File: config.mk
export PLATFORM = sky130hd
export DESIGN_NAME = xs3_dec_accum
export DESIGN_NICKNAME = d
export VERILOG_FILES = /design/src/rtl/xs3_pkg.sv /design/src/rtl/dec_mac.sv /design/src/rtl/xs3_dec_accum.sv
export SDC_FILE = /design/constraint.sdc
export NUM_CORES = 1
export LEC_CHECK = 0
export CAP_MARGIN = 20
export CORE_ASPECT_RATIO = 0.6
export CORE_MARGIN = 2
export CORE_UTILIZATION = 55
export CTS_BUF_LIST = sky130_fd_sc_hd__clkbuf_8
export CTS_CLUSTER_SIZE = 12
export DETAILED_ROUTE_END_ITERATION = 6
export GPL_TIMING_DRIVEN = 0
export PLACE_DENSITY = 0.77
export SLEW_MARGIN = 10
export SYNTH_ARGS = -nofsm -noshare
export SYNTH_HDL_FRONTEND = slang
export SYNTH_SLANG_ARGS = --single-unit
export TNS_END_PERCENT = 50
File: constraint.sdc
create_clock -name clk -period 5.9 [get_ports clk]
set_clock_uncertainty 0.05 [all_clocks]
set_input_delay 1.18 -clock clk [delete_from_list [all_inputs] [get_ports clk]]
set_output_delay 1.18 -clock clk [all_outputs]
set_load 0.01 [all_outputs]
File: src/rtl/xs3_pkg.sv
// ----------------------------------------------------------------------------
// xs3_pkg
// Shared definitions for the Excess-3 decimal path.
//   DIG_W            : width of one binary-coded decimal digit
//   DEC_MAX          : largest legal decimal digit value
//   xs3_acc_state_t  : accumulator FSM states (ACC collects digits, HOLD
//                      presents the finished word)
//   clog2_dec(n)     : minimum result width that holds any n-digit decimal
// ----------------------------------------------------------------------------
package xs3_pkg;

  localparam int DIG_W   = 4;
  localparam int DEC_MAX = 9;

  typedef enum logic [0:0] {
    ACC  = 1'b0,
    HOLD = 1'b1
  } xs3_acc_state_t;

  // Smallest b with 2^b > 10^n - 1.
  function automatic int clog2_dec(input int n);
    longint unsigned max_v;
    int              b;
    max_v = 1;
    for (int i = 0; i < n; i++) begin
      max_v = max_v * 10;
    end
    max_v = max_v - 1;
    b = 0;
    while ((longint'(1) << b) <= max_v) begin
      b++;
    end
    return b;
  endfunction

endpackage

File: src/rtl/dec_mac.sv
// ----------------------------------------------------------------------------
// dec_mac
// Combinational decimal multiply-accumulate: mac = acc*10 + dig, built from
// shifts and adds, truncated to RES_W bits.
//   acc : running binary value (RES_W)
//   dig : decimal digit to append (DIG_W)
//   mac : acc*10 + dig (RES_W)
// ----------------------------------------------------------------------------
module dec_mac
  import xs3_pkg::*;
#(
  parameter int RES_W = 14
) (
  input  logic [RES_W-1:0] acc,
  input  logic [DIG_W-1:0] dig,
  output logic [RES_W-1:0] mac
);

  // acc*10 == acc*8 + acc*2
  assign mac = (acc << 3) + (acc << 1) + RES_W'(dig);

endmodule

File: src/rtl/xs3_dec_accum.sv
// ----------------------------------------------------------------------------
// xs3_dec_accum
// Assembles a multi-digit decimal word (MSD first) into a binary value.
//
// Handshakes (both sides): a transfer happens on a rising edge where valid
// and ready are both 1. The source holds its payload stable until that edge;
// ready never depends on the partner's valid.
//
// Ports
//   clk, rst      : clock, synchronous active-high reset
//   dig_valid     : digit present            dig_ready : stage accepts digit
//   dig           : binary digit value       dig_invalid : converter flag
//   dig_last      : final digit of the word
//   res_valid     : result word present      res_ready : consumer accepts
//   result        : binary value (0 when the word had err or ovf)
//   res_err       : at least one bad digit   res_ovf : more than NDIGITS digits
//   dbg_state     : current FSM state
// ----------------------------------------------------------------------------
module xs3_dec_accum
  import xs3_pkg::*;
#(
  parameter int NDIGITS = 4,
  parameter int RES_W   = 14
) (
  input  logic                 clk,
  input  logic                 rst,
  input  logic                 dig_valid,
  output logic                 dig_ready,
  input  logic [DIG_W-1:0]     dig,
  input  logic                 dig_invalid,
  input  logic                 dig_last,
  output logic                 res_valid,
  input  logic                 res_ready,
  output logic [RES_W-1:0]     result,
  output logic                 res_err,
  output logic                 res_ovf,
  output xs3_acc_state_t       dbg_state
);

  localparam int CNT_W = $clog2(NDIGITS + 1);

  generate
    if (RES_W < clog2_dec(NDIGITS)) begin : g_width_check
      $error("xs3_dec_accum: RES_W too small for NDIGITS decimal digits");
    end
  endgenerate

  xs3_acc_state_t   state_q, state_d;
  logic [RES_W-1:0] acc_q, acc_d;
  logic [CNT_W-1:0] cnt_q, cnt_d;
  logic             err_q, err_d;
  logic             ovf_q, ovf_d;
  logic [RES_W-1:0] result_q, result_d;
  logic             res_err_q, res_err_d;
  logic             res_ovf_q, res_ovf_d;

  logic [RES_W-1:0] mac;
  logic             dig_bad;
  logic             dig_fire;
  logic [RES_W-1:0] acc_upd;
  logic [CNT_W-1:0] cnt_upd;
  logic             err_upd;
  logic             ovf_upd;

  dec_mac #(.RES_W(RES_W)) u_mac (
    .acc (acc_q),
    .dig (dig),
    .mac (mac)
  );

  assign dig_bad = dig_invalid | (dig > DIG_W'(DEC_MAX));

  // Post-update accumulator view for the digit being offered this cycle.
  always_comb begin
    acc_upd = acc_q;
    cnt_upd = cnt_q;
    err_upd = err_q;
    ovf_upd = ovf_q;
    if (dig_bad) begin
      err_upd = 1'b1;
    end else if (cnt_q < CNT_W'(NDIGITS)) begin
      acc_upd = mac;
      cnt_upd = cnt_q + 1'b1;
    end else begin
      // Extra digit beyond capacity: only flag it, keep what we have.
      ovf_upd = 1'b1;
    end
  end

  assign dig_fire = (state_q == ACC) && dig_valid;

  always_comb begin
    state_d   = state_q;
    acc_d     = acc_q;
    cnt_d     = cnt_q;
    err_d     = err_q;
    ovf_d     = ovf_q;
    result_d  = result_q;
    res_err_d = res_err_q;
    res_ovf_d = res_ovf_q;
    dig_ready = 1'b0;
    res_valid = 1'b0;
    unique case (state_q)
      ACC: begin
        dig_ready = 1'b1;
        if (dig_fire) begin
          if (dig_last) begin
            result_d  = (err_upd || ovf_upd) ? '0 : acc_upd;
            res_err_d = err_upd;
            res_ovf_d = ovf_upd;
            acc_d     = '0;
            cnt_d     = '0;
            err_d     = 1'b0;
            ovf_d     = 1'b0;
            state_d   = HOLD;
          end else begin
            acc_d = acc_upd;
            cnt_d = cnt_upd;
            err_d = err_upd;
            ovf_d = ovf_upd;
          end
        end
      end
      HOLD: begin
        res_valid = 1'b1;
        // Digit side stays closed this cycle; reopening happens after the edge.
        if (res_ready) begin
          state_d = ACC;
        end
      end
      default: begin
        state_d = ACC;
      end
    endcase
  end

  always_ff @(posedge clk) begin
    if (rst) begin
      state_q   <= ACC;
      acc_q     <= '0;
      cnt_q     <= '0;
      err_q     <= 1'b0;
      ovf_q     <= 1'b0;
      result_q  <= '0;
      res_err_q <= 1'b0;
      res_ovf_q <= 1'b0;
    end else begin
      state_q   <= state_d;
      acc_q     <= acc_d;
      cnt_q     <= cnt_d;
      err_q     <= err_d;
      ovf_q     <= ovf_d;
      result_q  <= result_d;
      res_err_q <= res_err_d;
      res_ovf_q <= res_ovf_d;
    end
  end

  assign result    = result_q;
  assign res_err   = res_err_q;
  assign res_ovf   = res_ovf_q;
  assign dbg_state = state_q;

endmodule

# ---- After elaboration in Yosys (flattened, before gate mapping)
# Cells that the tools add are included.
dict set report op_classes {
  add_sub_neg 3
  n_reduce_logical 6
  n_mux 18
  bitwise 2
  mul 0
  div_mod_pow 0
  magnitude_cmp 2
  n_eq_ne 1
  shift 0
}
# operator count
set ops {}
lappend ops {{$mux 14} 4}
lappend ops {{$add 14x14->14} 1}
lappend ops {{$add 14x4->14} 1}
lappend ops {{$mux 1} 10}
lappend ops {{$mux 3} 3}
lappend ops {{$gt 4x4->1 const B} 1}
lappend ops {{$reduce_and 4->1} 1}
lappend ops {{$add 3x1->3 const B} 1}
lappend ops {{$lt 3x3->1 const B} 1}
lappend ops {{$reduce_and 3->1} 1}
lappend ops {{$ne 2x2->1 const B} 1}
lappend ops {{$pmux 1 s2} 1}
lappend ops {{$reduce_and 2->1} 1}
lappend ops {{$reduce_bool 2->1} 1}
lappend ops {{$logic_and 1x1->1} 1}
lappend ops {{$logic_or 1x1->1} 1}
lappend ops {{$not 1->1} 1}
lappend ops {{$or 1x1->1} 1}
dict set report word_totals {
  memories 0
  register_bits 36
  latch_bits 0
  output_inout_bits 19
  inputBits 10
  rom_bits 0
  wordCells 40
  mem_bits_rw 0
}

# ---- Longest topological paths before layout
# Gate-level depths: netlist of the first run.
dict set report depth {
  depth_word 5
  ltp_mapped 10
  depth_no_buf 10
}

# ---- Cells and area by module
# Synthesis of the first run repeated with hierarchy kept, for this count alone.
dict set report hier_totals {
  hier_cells 213
  area_unflattened_um2 2099.5
}
# module n_inst cells_per_inst area_per_inst_um2
set modules_own_cells {}
lappend modules_own_cells {xs3_dec_accum 1 138 1443.9}
lappend modules_own_cells {dec_mac 1 75 655.6}

# ---- Worst setup path before layout of the first run
# OpenSTA, ideal clock, no wires.
dict set report synth_timing {
  path_type {input to register}
  from {in dig[3]}
  to {reg result_q[9], in the netlist result[9]}
  path_slack_ps 2540
  t_arrival_ps 3194
  path_buffers 0
  stages 10
  setup_time_ps 117
  required_time_ps 5733
  path_cell_list {inv_1 -> fa_1 -> inv_1 -> ha_1 -> a21oi_1 -> nor2b_1 -> a311o_1 -> a31oi_1 -> xnor2_1 -> a22o_1}
}
dict set report synth_via {
  elab_chain_len 5
}
# element line_no
set synth_rtl {}
lappend synth_rtl {{from (decl)} xs3_dec_accum.sv:29} ;# input logic [DIG_W-1:0] dig,
lappend synth_rtl {{parallel branches: the longest is 4 deep, another holds $add 14x4->14} n/a}
lappend synth_rtl {{$mux 14 (*)} xs3_dec_accum.sv:108} ;# result_d = (err_upd || ovf_upd) ? '0 : acc_upd;
lappend synth_rtl {{to (signal assigned)} xs3_dec_accum.sv:153} ;# result_q <= result_d;
lappend synth_rtl {{to (decl)} xs3_dec_accum.sv:53} ;# logic [RES_W-1:0] result_q, result_d;
# Every way passes the cells marked *.
# A chain may end at the register's enable or synchronous reset.

# ---- Final worst setup path of the first run
dict set report layout_timing {
  from {in dig[3]}
  to {reg result_q[11], in the netlist result[11]}
}
# Same word-level chain as after synthesis.

==> out/results.env, run 1 <==
OUTCOME='finished clean'
DP_SLACK_PS=1780
GRT_MAX_DEGREE=13
DETAIL_ROUTE.DRC_VIOLATIONS=0
CRITPATHKIND='in2reg'
DESIGN.PORTCOUNT=29
MAX_SLEW.WORST_PIN.SLEW_PS=508
WORST_HOLD_PATH_CELLS=2
MAXCLOCKFREQUENCY_MHz=265
FINALNONFILLERCELLS=287
SETUP-TNS-FINAL_PS=0
NUM_ANTENNA_CELLS=0
WORSTREG2REGEND='result[11]'
ASYNCSETRESETFLOPFRACSYNTH=0
FINALHOLDVIOLCOUNT=0
N_FILL_CELL=260
CLOCK_TREE_FROM_TRITONCTS='yes'
SYNTH_TOP_FLOP_CELL='dfxtp_1'
GRT_PASS1_WL_MM=7.51
YS_SEQ_ELEMENTS=35
POWER_FRAC_SEQ=0.479
DIE-AREA_UM2=4000
TIMING.CRITICAL_PATH.TO_TYPE='flip-flop'
AVERAGE_DETAILED_ROUTED_WIRE_LENGTH_PER_INSTANCE_UM=15.4
TIMING.FINAL.SETUP_VIOLATIONS=0
CRITICAL_PATH.STARTPOINT_TYPE='primary input'
CLOCK_PIN_SLEW_ON_THE_WORST_SETUP_AND_HOLD_PATHS_PS=70
FP.DIEW_UM=80.4
TOTAL_LEAKAGE_POWER_nW=1.00
ROUTED-VIA-COUNT=1613
ROUTE.DETAILED.VIAS_PER_INST=5.62
POST_SYNTH_FA_HA_MAJ_AREA_FRACTION=0.170
WORST-ENDPOINT-REQUIRED_PS=6040
FINAL_CORE_AREA_UTILIZATION=0.716
SYNTH_TOP_FAMILY_BY_AREA='compound AO/OA/AOI/OAI gates'
FLOW.AREA_GROWTH_FROM_SYNTHESIS_PCT=22.8
CORE_REGION_AREA_UM2=3300
REG2REG_FROM='acc_q[0]'
REG2REG_SETUP_SLACK_PS=3100
FIRSTDRTPASSITERS=4
LAYOUT_COMMONEST_CELL='dfxtp_1'
TOTAL_SWITCHING_POWER_mW=0.119
COMB_POWER_SHARE=0.097
MAX_CAPACITANCE_VIOLATION_COUNT=0
DETAILEDROUTE.FIRSTITERATIONVIOLATIONS=96
POST-CTS-SETUP-BUFFER-COUNT=0
WORSTHOLDSTART='result[0]'
MOSTFREQUENTLAYOUTCELLS='dfxtp_1, clkdlybuf4s50_1, ha_1, nor2_1, nand2_1'
SIMPLE_GATE_SHARE_OF_THE_SYNTHESIZED_AREA=0.146
WHS_ENDPOINT='result[0]'
CLOCK_POWER_SHARE=0.424
CRITICAL-PATH-SLOWEST-CELL='fa_1'
MUXSHAREOFSYNTHAREA=0.0208
POSTCTSHOLDBUFS=0
SYN_INST=207
INITIAL_UTILIZATION=0.583
FINALNETCOUNT=276
CP_SLOWEST_STAGE_DELAY_PS=580
CRIT_TOP_CELL='inv_1'
FLOORPLAN.ROWS=16
R2R.WORST_PATH.CELLS=10
PERIOD_SHARE=0.640
CTS_REPAIR_RESIZE_COUNT=0
GRT-OVFL-TOTAL=0
CP_CELL_SEQUENCE='clkdlybuf4s50_1 -> inv_1 -> fa_1 -> inv_1 -> ha_1 -> a21oi_1 -> nor2b_1 -> a311o_1 -> a31oi_1 -> xnor2_1 -> a22o_1'
GRT_SETUP_UNREPAIRED='no'
CTS.HTREE.LEVELS=2
NUMBER_OF_INPUT_AND_OUTPUT_PORT_BUFFERS_INSERTED=27
INTERNAL_POWER_mW=0.386
ROUTE.ANTENNA.REMAINING_NETS=0
FINAL-SEQ-AREA_UM2=701
WORST_EP_ARRIVAL_TIME_PS=3910
POWER.SWITCHING_FRACTION=0.235
SYNTH.LIB_CELLS_USED.DISTINCT=40
GRT_PASS1_VIAS=1559
FINALPOWER_mW=0.505
FP.DIEH_UM=49.8
AREA_SHARE_OF_XOR_XNOR_CELLS_IN_THE_SYNTHESIZED_DESIGN=0.0546
INITIAL_ANTENNA_VIOLATION_COUNT=0
CP_MAX_FO=4
POWERDENSITY_nW_PER_UM2=214
CTS_ROOT_BUF='clkbuf_8'
FINAL.MIN_CLOCK_PERIOD_PS=3780
SYNTH_EDF_COUNT=0
YOSYSWARNINGS=0
CRITICAL_PATH_ORIGIN='dig[3]'
WORST_IR_DROP_VDD_mV=0.131
CELL_AREA_AFTER_SYNTHESIS_UM2=1920
LAYOUT-DRIVE-GT1-SHARE=0.0661
TOTALWIRELENGTH_MM=4.43
POST-ROUTE-WORST-SETUP-SLACK_PS=2120
MULTI_INPUT_COMB_AREA_UM2=1160
GRT_USAGE=0.250
MAPPEDNETLISTNETS=242
SLEW_VIOLATIONS=0
DETAILED_PLACE_HPWL_MM=3.52
CTS.SINKS=35
YS_SEQ_AREA_FRAC=0.364
CTS_BUFFER_DEPTH=2
NUMCTSBUFFERS=5
MIN-DELAY-PATH-CLASS='reg2reg'
SYN-MEAN-INSTANCE-AREA_UM2=9.30
DP.CELLS=279
SYNTH-COMPOUND-AREA-SHARE=0.209
TIMING.MAX_SLEW.REL_SLACK=0.660
ROUTABILITYCONGESTION=0.913
CLOCK_LATENCY_ON_THE_WORST_SKEW_PAIR_PS=290
==> power groups by stage <==
stage                     logic [mW]  registers, mW  clock network (mW)
after global routing          0.0541          0.242               0.228
after floorplan               0.0280          0.247                   0
after detailed placement      0.0479          0.247                   0
after CTS                     0.0488          0.242               0.217
final                         0.0491          0.242               0.214
after global placement        0.0467          0.247                   0
==> synth_stat cells (2+ instances only) <==
cell type,n,area (µm²)
nor2_1,22,82.6
a22oi_1,6,45.0
a211oi_1,4,30.0
a21oi_1,10,50.1
xnor2_1,9,78.8
dfxtp_1,35,701
o21ai_0,8,40.0
nor3_1,5,25.0
a22o_1,13,114
nor2b_1,4,25.0
a31oi_1,4,25.0
ha_1,23,288
xor2_1,3,26.3
nand2_1,17,63.8
fa_1,2,40.0
o21a_1,2,15.0
buf_2,3,15.0
clkbuf_1,3,11.3
inv_1,8,30.0
nand2b_1,3,18.8
mux2i_1,4,40.0
==> worst max-delay path, delay by kind of cell <==
family	cells	cell delay, ps
AO/OA/AOI/OAI	4	1050
XOR/XNOR	1	140
adder cells (fa/ha/maj)	2	870
buffers and inverters	3	590
AND/OR/NAND/NOR	1	80
==> state kept, by name, indices dropped and copies added, names as in the netlist <==
signal / count
result: 14
res_ovf: 1
dbg_state: 1
err_q: 1
cnt_q: 3
res_err: 1
ovf_q: 1
acc_q: 13
==> worst max path at each step <==
stage,endpoint,slack (ps)
6_report,result[11],2120
5_1_grt,result[11],1970
4_1_cts,result[9],2110
3_5_place_dp,acc_q[12],1780
3_3_place_gp,result[11],1880
2_1_floorplan,result[9],2540
==> metrics by stage <==
stage / hold slack (ps) / instance area, µm²
CTS: 419 / 2360
detailed placement: 396 / 2250
floorplan: 392 / 1920
global placement: 389 / 2250
global route: 446 / 2360
finish: 420 / 2360
==> cell families (layout without fill, tap and decap cells) <==
family / count (synthesis) / count (layout)
buf+inv: 16 / 51
fa+ha+maj: 25 / 25
flops: 35 / 35
xor+xnor: 12 / 12
compound gates: 55 / 55
mux: 4 / 4
simple gates: 60 / 60
==> cell type report <==
type | instances | area share
inverters | 8 | 0.0127
repair buffers | 27 | 0.114
flip-flops and latches | 35 | 0.296
plain buffers | 8 | 0.0159
multi-input cells | 156 | 0.489
clock inverters | 3 | 0.0185
clock buffers | 5 | 0.0291
well taps | 45 | 0.0238
==> layer usage <==
| layer | share of wire | GRT usage |
|---|---|---|
| met1 | 0.51 | 0.372 |
| met4 | 0.0052 | 0.0734 |
| met5 | 0 | 0 |
| met2 | 0.42 | 0.357 |
| met3 | 0.066 | 0.0623 |
(Power assumes the default switching activity.)
==> run 2, diff against run 1 <==
==> constraint.sdc (replaced) <==
create_clock -name clk -period 3.5 [get_ports clk]
set_clock_uncertainty 0.05 [all_clocks]
set_input_delay 0.7 -clock clk [delete_from_list [all_inputs] [get_ports clk]]
set_output_delay 0.7 -clock clk [all_outputs]
set_load 0.01 [all_outputs]
==> results of run 2 <==
The final DEF is identical to that of run 1. Status: finished clean.
Main changes from that run: setup slack after placement 1780 ps -> -135 ps; setup slack after layout 2120 ps -> 202 ps; register-to-register setup slack 3100 ps -> 700 ps; total power 0.505 mW -> 0.851 mW; worst IR drop on VDD 0.131 mV -> 0.221 mV
==> run 3, diff against run 2 <==
--- a/config.mk
+++ b/config.mk
@@ -10,7 +10,7 @@
 export CORE_MARGIN = 2
 export CORE_UTILIZATION = 55
 export CTS_BUF_LIST = sky130_fd_sc_hd__clkbuf_8
-export CTS_CLUSTER_SIZE = 12
+export CTS_CLUSTER_SIZE = 40
 export DETAILED_ROUTE_END_ITERATION = 6
 export GPL_TIMING_DRIVEN = 0
 export PLACE_DENSITY = 0.77
==> results of run 3 <==
The final DEF is identical to that of run 1. Status: finished clean.
Main changes from that run: setup slack after placement 1780 ps -> -135 ps; setup slack after layout 2120 ps -> 202 ps; register-to-register setup slack 3100 ps -> 700 ps; total power 0.505 mW -> 0.851 mW; worst IR drop on VDD 0.131 mV -> 0.221 mV
